$ cat src/rtl/demux_1x4_reg.sv
// Registered 1-to-4 demultiplexer with one buffered entry per output lane.
// Each lane has its own valid/ready handshake, so a stalled consumer blocks
// only transfers aimed at its own lane.
// Optional: define DEMUX_XFER_CNT_EN to add per-lane 16-bit drain counters
// on port xfer_cnt.
module demux_1x4_reg #(
    parameter int unsigned WIDTH = 32
) (
    input  logic               clk,
    input  logic               reset,
    input  logic               in_valid,
    output logic               in_ready,
    input  logic [1:0]         in_sel,
    input  logic [WIDTH-1:0]   in_data,
    output logic [3:0]         out_valid,
    input  logic [3:0]         out_ready,
`ifdef DEMUX_XFER_CNT_EN
    output logic [4*16-1:0]    xfer_cnt,
`endif
    output logic [4*WIDTH-1:0] out_data
);

    logic [3:0]       full_q, full_d;
    logic [WIDTH-1:0] data_q [4];
    logic [3:0]       load;
    logic [3:0]       drain;
    logic             accept;

    // Upstream handshake: the selected lane is free or is being drained this
    // cycle. Deliberately independent of in_valid.
    always_comb begin
        in_ready = ~full_q[in_sel] | out_ready[in_sel];
        accept   = in_valid & in_ready;
    end

    // Per-lane load/drain decode and next-state occupancy.
    always_comb begin
        load   = '0;
        drain  = '0;
        full_d = full_q;
        for (int i = 0; i < 4; i++) begin
            load[i]   = accept & (in_sel == 2'(i));
            drain[i]  = full_q[i] & out_ready[i];
            // A load in the same cycle as a drain keeps the lane full.
            full_d[i] = load[i] | (full_q[i] & ~drain[i]);
        end
    end

    // Lane state registers; data only changes on an accepting edge.
    always_ff @(posedge clk) begin
        if (reset) begin
            full_q <= '0;
            for (int i = 0; i < 4; i++) begin
                data_q[i] <= '0;
            end
        end else begin
            full_q <= full_d;
            for (int i = 0; i < 4; i++) begin
                if (load[i]) begin
                    data_q[i] <= in_data;
                end
            end
        end
    end

    // Outputs come straight from the lane flops.
    always_comb begin
        out_valid = full_q;
        out_data  = '0;
        for (int i = 0; i < 4; i++) begin
            out_data[WIDTH*i +: WIDTH] = data_q[i];
        end
    end

`ifdef DEMUX_XFER_CNT_EN
    logic [15:0] cnt_q [4];

    // Per-lane drain counters, wrapping naturally at 16 bits.
    always_ff @(posedge clk) begin
        if (reset) begin
            for (int i = 0; i < 4; i++) begin
                cnt_q[i] <= '0;
            end
        end else begin
            for (int i = 0; i < 4; i++) begin
                if (drain[i]) begin
                    cnt_q[i] <= cnt_q[i] + 16'd1;
                end
            end
        end
    end

    // Pack counters onto the output bus.
    always_comb begin
        xfer_cnt = '0;
        for (int i = 0; i < 4; i++) begin
            xfer_cnt[16*i +: 16] = cnt_q[i];
        end
    end
`endif

endmodule

$ cat config.mk
export PLATFORM = sky130hd
export DESIGN_NAME = demux_1x4_reg
export DESIGN_NICKNAME = d
export VERILOG_FILES = /design/src/rtl/demux_1x4_reg.sv
export SDC_FILE = /design/constraint.sdc
export NUM_CORES = 1
export LEC_CHECK = 0
export ABC_CLOCK_PERIOD_IN_PS = 5250
export CAP_MARGIN = 20
export CORE_UTILIZATION = 46
export DETAILED_ROUTE_END_ITERATION = 6
export GPL_TIMING_DRIVEN = 0
export PLACE_DENSITY = 0.85
export RECOVER_POWER = 25
export SLEW_MARGIN = 20
export SYNTH_ARGS = -nofsm -noshare
export SYNTH_HDL_FRONTEND = slang
export SYNTH_SLANG_ARGS = --single-unit
$ cat constraint.sdc
create_clock -name clk -period 5.25 [get_ports clk]
set_input_delay 1.575 -clock clk [delete_from_list [all_inputs] [get_ports clk]]
set_output_delay 1.575 -clock clk [all_outputs]
set_load 0.01 [all_outputs]
* Word-level counts from Yosys, hierarchy flattened *
Memories as Yosys holds them, arrays and structs flattened.
Index checks and enable logic that the tools add are counted.

operators by class
  muxes and demuxes = 22
  reduce and logical (&&, ||, !) cells = 1
  equality and inequality tests = 3
  bitwise logic cells = 27
  $lt $le $gt $ge = 1

operators by type and width
  operator                                                                       count
  32-bit 2-to-1 mux                                                              4
  1-bit 2-to-1 mux                                                               16
  1-bit bitwise AND                                                              13
  1-bit OR                                                                       9
  1-bit inverter                                                                 5
  1-bit binary-select mux with 2-bit select                                      2
  2-bit equality test (second input constant)                                    2
  2-bit by 3-bit less-than comparator with 1-bit output (second input constant)  1
  2-bit by 1-bit equality test with 1-bit output (second input constant)         1
  2-bit zero test                                                                1

storage, ports and cells
  register bits after elaboration = 4
  memory bits (writable) = 128
  word-level logic and storage cells = 56
  output and inout port bits = 133
  input port bits = 41
  memories = 1

memories
  memory  words  bits a word  rd ports  clocked after Yosys merged registers in  wr ports  line  RTL
  data_q  4      32           4         0                                        4         24    logic [WIDTH-1:0] data_q [4];

* Logic depth before layout (Yosys ltp) *
Gate-level depths: netlist of the first run.

  word-level depth = 10
  mapped depth = 5

* Worst setup path before layout of the first run *
Ideal clock, no wire load.

  path type = input to register
  start = input port in_sel[1]
  end = memory data_q[0][0], enable pin
  library setup time = 0.470 ns
  path buffers = 2
  slack = 0.320 ns
  data required time = 4.780 ns
  cell stages on the path = 4
  data arrival time = 4.460 ns
  cell sequence = buf_6 -> or2_1 -> buf_6 -> o31ai_1

RTL lines
  element             line  RTL
  start: declaration  13    input logic [1:0] in_sel,
  end: declaration    24

* Worst setup path in the final report of the first run *
  start = input port out_ready[1]
  end = output port in_ready

on the way
  word-level cells in the longest chain between the ends = 3

ends and longest elaborated chain
  element                                    line  RTL
  start: declaration                         16    input logic [3:0] out_ready,
  1-bit binary-select mux with 2-bit select  32    in_ready = ~full_q[in_sel] | out_ready[in_sel];
  1-bit 2-to-1 mux (implied by the code)     32
  1-bit OR                                   32
  end: declaration                           12    output logic in_ready,

Every way passes these cells. The select of a mux whose other input is x is not followed.

==> results of run 1 <==
-- state kept, by name, indices dropped and copies added (netlist names) --
name and flops:
data_q 128, out_valid 4
-- worst reg2reg max path, stage by stage, from the launching register on --
cell and delay [ns]:
dfxtp_1 0.32, nor2b_1 0.13, clkbuf_1 0.23, o31ai_4 0.63, buf_8 0.24, buf_6 0.18
-- logic make-up after synthesis --
group,count (synthesis),share of synthesized area [%]
buf+inv,41,4.34
simple gates,176,23.0
compound gates,8,0.910
mux,1,0.409
flops,132,71.3
-- cells in the mapped netlist --
cell type	instances	area, µm²
a21oi_1	4	20.0
clkbuf_1	11	41.3
buf_6	8	90.1
mux4_2	1	22.5
buf_2	20	100
nor3_2	57	571
nand2_1	1	3.75
nand3_1	1	5.00
nor3_1	71	355
nand3b_1	34	255
o31ai_1	4	30.0
dfxtp_1	4	80.1
nand2b_1	6	37.5
or2_1	1	6.26
nor2b_1	4	25.0
or3b_1	1	8.76
inv_1	2	7.51
edfxtp_1	128	3840
-- power groups by stage --
stage	Clock [W]	Sequential [W]	Combinational, W
6_report	0.00118	0.00122	0.000274
3_3_place_gp	0	0.00125	0.000261
2_1_floorplan	0	0.00127	0.0000865
4_1_cts	0.00118	0.00122	0.000286
3_5_place_dp	0	0.00124	0.000284
5_1_grt	0.00123	0.00122	0.000289
-- metal layers --
layer  track usage [%]  part of all wire, %
met1              29.7                   38
met4              11.0                  2.2
met3              4.84                  7.2
met5                 0                    0
met2              42.3                   52
-- through the flow --
stage	util [%]	setup TNS, ns	setup WS (ns)
after detailed placement	65.6	0	0.541
final	70.4	0	0.413
after CTS	70.7	0	0.524
after floorplan	-	0	0.320
after global placement	64.2	-157.91	-1.30
after global routing	70.4	0	0.362
-- final cells by class --
cell class | instances | share of cell area (%)
clock buffer | 17 | 5.25
clock inverter | 15 | 2.02
timing repair buffer | 179 | 22.5
sequential | 132 | 48.4
tap | 143 | 2.21
inverter | 2 | 0.0926
multi-input combinational | 185 | 16.8
buffer | 39 | 2.78
-- cell usage in the layout, fill, tap and decap left out --
cell type,netlist,layout
a21oi_1,4,4
buf_2,20,15
buf_6,8,11
buf_8,0,5
bufinv_16,0,3
clkbuf_1,11,16
clkbuf_16,0,17
clkdlybuf4s50_1,0,100
clkinv_1,0,3
clkinv_2,0,3
clkinv_4,0,1
clkinvlp_4,0,4
dfxtp_1,4,4
dlygate4sd3_1,0,71
edfxtp_1,128,128
inv_1,2,2
inv_6,0,1
mux4_2,1,1
nand2_1,1,1
nand2b_1,6,6
nand3_1,1,1
nand3b_1,34,34
nor2b_1,4,4
nor3_1,71,78
nor3_2,57,50
o31ai_4,0,4
or2_1,1,1
or3b_1,1,1
-- path summary, 6_finish.rpt --
check / end / slack (ns) / start
worst max-delay path: in_ready / 0.41 / out_ready[1]
worst min-delay path: out_valid[3]$_SDFF_PP0_ / 0.52 / out_valid[3]$_SDFF_PP0_
worst max register to register: data_q[2][17]$_SDFFCE_PN0P_ / 3.20 / out_valid[2]$_SDFF_PP0_
worst min register to register: out_valid[3]$_SDFF_PP0_ / 0.52 / out_valid[3]$_SDFF_PP0_
==> results.sh, run 1 <==
export IMPL_worstSetupPathDepth=4
export IMPL_worstSetupPathType="in2out"
export IMPL_clockPowerShare_pct=44.1
export IMPL_cap_violations=0
export IMPL_grt_pass1_vias=3988
export IMPL_holdWs_ns=0.519
export IMPL_first_pass_iters=7
export IMPL_arrival_ns=3.26
export IMPL_num_io_pins=174
export IMPL_status="finished with violations"
export IMPL_setup_violations_final=0
export IMPL_slew_violations=0
export IMPL_cts_tree="done"
export IMPL_grt_total_usage_pct=24.4
export IMPL_path_clk_slew_ns=0.06
export IMPL_stdcell_count=712
export IMPL_fillers=790
export IMPL_synth_seq_cells=132
export IMPL_syn_to_final_growth_pct=47.3
export IMPL_nets=597
export IMPL_routedWlPerCell_um=20.6
export IMPL_dpl_cell_area_um2=7560
export IMPL_final_area_um2=8110
export IMPL_io_buffers=171
export IMPL_dieArea_um2=12400
export IMPL_multi_input_comb_area_um2=1360
export IMPL_yosysUniqueCellTypes=18
export IMPL_drt_total_wl_um=14700
export IMPL_slowest_stage="dlygate4sd3_1"
export IMPL_core_area_um2=11500
export IMPL_die_h_um=111
export IMPL_synthCells=358
export IMPL_cts_buffers=17
export IMPL_post_route_min_period_ns=4.84
export IMPL_grt_max_degree=17
export IMPL_dr_total_vias=3968
export IMPL_clock_path_buffers=2
export IMPL_place_hpwl_um=10500
export IMPL_ctsHoldBuffers=0
export IMPL_seq_area_frac_synth_pct=71.3
export IMPL_post_route_drc_count=22
export IMPL_finalHoldViolCount=0
export IMPL_diodes=0
export IMPL_switchingPower_w=0.000601
export IMPL_cts_htree_levels=4
export IMPL_hold_class="reg2reg"
export IMPL_leakage_nw=2.92
export IMPL_whs_path_depth=2
export IMPL_crit_fanout=2
export IMPL_die_w_um=111
export IMPL_cts_root_buf="clkbuf_16"
export IMPL_sw_frac_of_total_pct=22.5
export IMPL_p_int_w=0.00207
export IMPL_drive_above_1_share_pct=20.2
export IMPL_max_clock_freq_mhz=207
export IMPL_regArea_um2=3920
export IMPL_overflow=0
export IMPL_worstMarginPinSlew_ns=0.665
export IMPL_post_cts_buffers=0
export IMPL_antenna_left=0
export IMPL_rr_worst_depth=5
export IMPL_path_buf_inv=2
export IMPL_syn_nets=399
export IMPL_start_util_pct=47.8
export IMPL_syn_area_um2=5500
export IMPL_grt_antenna_before_repair=0
export IMPL_finalClockSkew_ns=0.0133
export IMPL_slew_headroom_pct=55.7
export IMPL_pwr_share_seq_pct=45.6
export IMPL_end_kind="output port"
export IMPL_clk_latency_ns=0.41
export IMPL_max_vdd_ir_drop_mv=0.162
export IMPL_cts_sinks=132
export IMPL_p_per_area_nw_per_um2=330
export IMPL_place_gp_congestion=0.785
export IMPL_period_share_pct=92.1
export IMPL_grt_pass1_wl_um=22300
export IMPL_dp_cells=680
export IMPL_violations="DRC"
export IMPL_power_w=0.00268
export IMPL_required_ns=3.68
export IMPL_combPwrFrac_pct=10.3
export IMPL_critPathMaxStageDelay_ns=0.56
export IMPL_drt_iter0_markers=220
export IMPL_critical_path_cell_chain="dlygate4sd3_1 > nand2b_1 > mux4_2 > clkdlybuf4s50_1"
export IMPL_yosysWarnings=0
export IMPL_ctsResizeCount=0
export IMPL_rsz0062_at_grt="no"
export IMPL_vias_per_cell=5.57
export IMPL_crit_path_start_kind="primary input"
export IMPL_crit_family="buffers and inverters"
export IMPL_rows=39
export IMPL_synth_area_per_cell_um2=15.4
No activity file was read; power rests on OpenSTA's default activity.
==> inputs of run 2 (changes only) <==
- SLEW_MARGIN: 20 -> unset
==> results.sh, run 2 (synthesized netlist as in run 1, its figures left out) <==
export IMPL_status="finished with violations"
export IMPL_num_io_pins=174
export IMPL_rr_endpoint="data_q[1][14]$_SDFFCE_PN0P_"
export IMPL_grt_total_usage_pct=23.4
export IMPL_finalSetupTns_ns=0
export IMPL_final_area_um2=8070
export IMPL_start_util_pct=47.8
export IMPL_place_gp_congestion=0.785
export IMPL_rsz0062_at_grt="no"
export IMPL_setup_violations_final=0
export IMPL_cap_violations=0
export IMPL_required_ns=3.68
export IMPL_p_int_w=0.00202
export IMPL_final_common_cell="edfxtp_1"
export IMPL_rows=39
export IMPL_dpl_cell_area_um2=7520
export IMPL_dp_slack_ns=0.534
export IMPL_arrival_ns=3.26
export IMPL_drive_above_1_share_pct=20.3
export IMPL_post_route_drc_count=22
export IMPL_whs_path_depth=2
export IMPL_grt_antenna_before_repair=0
export IMPL_r2r_setup_slack_ns=3.10
export IMPL_hold_class="reg2reg"
export IMPL_max_clock_freq_mhz=207
export IMPL_rr_startpoint="out_valid[1]$_SDFF_PP0_"
export IMPL_vias_per_cell=5.57
export IMPL_p_per_area_nw_per_um2=324
export IMPL_ctsResizeCount=0
export IMPL_period_share_pct=92.1
export IMPL_leakage_nw=2.89
export IMPL_dieArea_um2=12400
export IMPL_overflow=0
export IMPL_io_buffers=171
export IMPL_routedWlPerCell_um=20.1
export IMPL_worstSetupPathType="in2out"
export IMPL_cts_htree_levels=4
export IMPL_sw_frac_of_total_pct=22.6
export IMPL_finalHoldViolCount=0
export IMPL_combPwrFrac_pct=10.3
export IMPL_post_cts_buffers=0
export IMPL_largest_reg_flops=128
export IMPL_finalClockSkew_ns=0.00759
export IMPL_crit_fanout=2
export IMPL_post_route_min_period_ns=4.84
export IMPL_core_area_um2=11500
export IMPL_end_kind="output port"
export IMPL_drt_iter0_markers=250
export IMPL_dp_cells=677
export IMPL_syn_to_final_growth_pct=46.6
export IMPL_switchingPower_w=0.000591
export IMPL_layout_common_cells="edfxtp_1, clkdlybuf4s50_1, nor3_1"
export IMPL_max_vdd_ir_drop_mv=0.182
export IMPL_crit_path_start_kind="primary input"
export IMPL_grt_max_degree=20
export IMPL_setup_ws_ns=0.414
export IMPL_first_pass_iters=7
export IMPL_rr_worst_depth=4
export IMPL_grt_pass1_wl_um=21400
export IMPL_hold_end="out_valid[2]$_SDFF_PP0_"
export IMPL_diodes=0
export IMPL_crit_path_start="out_ready[1]"
export IMPL_grt_pass1_vias=3870
export IMPL_clk_latency_ns=0.41
export IMPL_slew_headroom_pct=33.7
export IMPL_path_clk_slew_ns=0.06
export IMPL_antenna_left=0
export IMPL_pwr_share_seq_pct=46.7
export IMPL_place_hpwl_um=10400
export IMPL_dr_total_vias=3947
export IMPL_cts_buffers=17
export IMPL_drt_total_wl_um=14300
export IMPL_holdWs_ns=0.520
export IMPL_die_w_um=111
export IMPL_slew_violations=0
export IMPL_cts_root_buf="clkbuf_16"
export IMPL_cts_sinks=132
export IMPL_ctsHoldBuffers=0
export IMPL_clockPowerShare_pct=43.0
export IMPL_clock_path_buffers=2
export IMPL_stdcell_count=709
export IMPL_nets=594
export IMPL_worstHoldStart="out_valid[2]$_SDFF_PP0_"
export IMPL_violations="DRC"
export IMPL_cts_tree="done"
export IMPL_worstMarginPinSlew_ns=0.995
export IMPL_top_register="data_q"
export IMPL_die_h_um=111
run 2: cell count changes in the layout (fill, tap and decap cells not counted), moves of 2 or more:
cell,change
clkinv_1,-3
nor3_2,+2
buf_6,-3
nor3_1,-2
clkinvlp_4,+2
clkinv_2,-3
clkbuf_1,+2
clkbuf_8,+3
bufinv_16,-2
run 2: critical path, stage by stage:
cell and delay [ns]:
dlygate4sd3_1 0.56, nand2b_1 0.16, mux4_2 0.47, clkdlybuf4s50_1 0.49
run 2: stage by stage:
| step | power, W | utilization [%] |
|---|---|---|
| global route | 0.00269 | 70.1 |
| finish | 0.00261 | 70.1 |
| CTS | 0.00264 | 70.3 |
| detailed placement | 0.00152 | 65.3 |
| global placement | 0.00151 | 64.2 |
| floorplan | 0.00136 | - |
run 2: final cells by class:
type / instances / area [µm²]
buffer: 39 / 225
clock buffer: 22 / 474
clock inverter: 10 / 101
fill: 794 / 3450
inverter: 2 / 7.51
multi-input combinational: 185 / 1370
sequential: 132 / 3920
tap: 143 / 179
timing repair buffer: 176 / 1790
run 2: layer usage:
| metal | global-route usage (%) | vias up | wire (µm) |
|---|---|---|---|
| met3 | 5.01 | 28 | 1050 |
| met1 | 28.2 | 1917 | 5450 |
| met5 | 0 | - | 0 |
| met4 | 10.2 | 0 | 336 |
| li1 | - | 1764 | - |
| met2 | 40.9 | 238 | 7440 |
run 2: worst max-delay path by stage:
stage	slack [ns]	to
3_3_place_gp	-1.30	data_q[3][20]$_SDFFCE_PN0P_
5_1_grt	0.37	in_ready
4_1_cts	0.49	in_ready
2_1_floorplan	0.32	data_q[0][0]$_SDFFCE_PN0P_
6_report	0.41	in_ready
3_5_place_dp	0.53	in_ready
run 2: power by group through the flow:
stage	logic (W)	registers, W	clock network (W)
2_1_floorplan	0.0000865	0.00127	0
3_3_place_gp	0.000261	0.00125	0
3_5_place_dp	0.000280	0.00124	0
4_1_cts	0.000281	0.00122	0.00113
5_1_grt	0.000283	0.00123	0.00118
6_report	0.000270	0.00122	0.00112
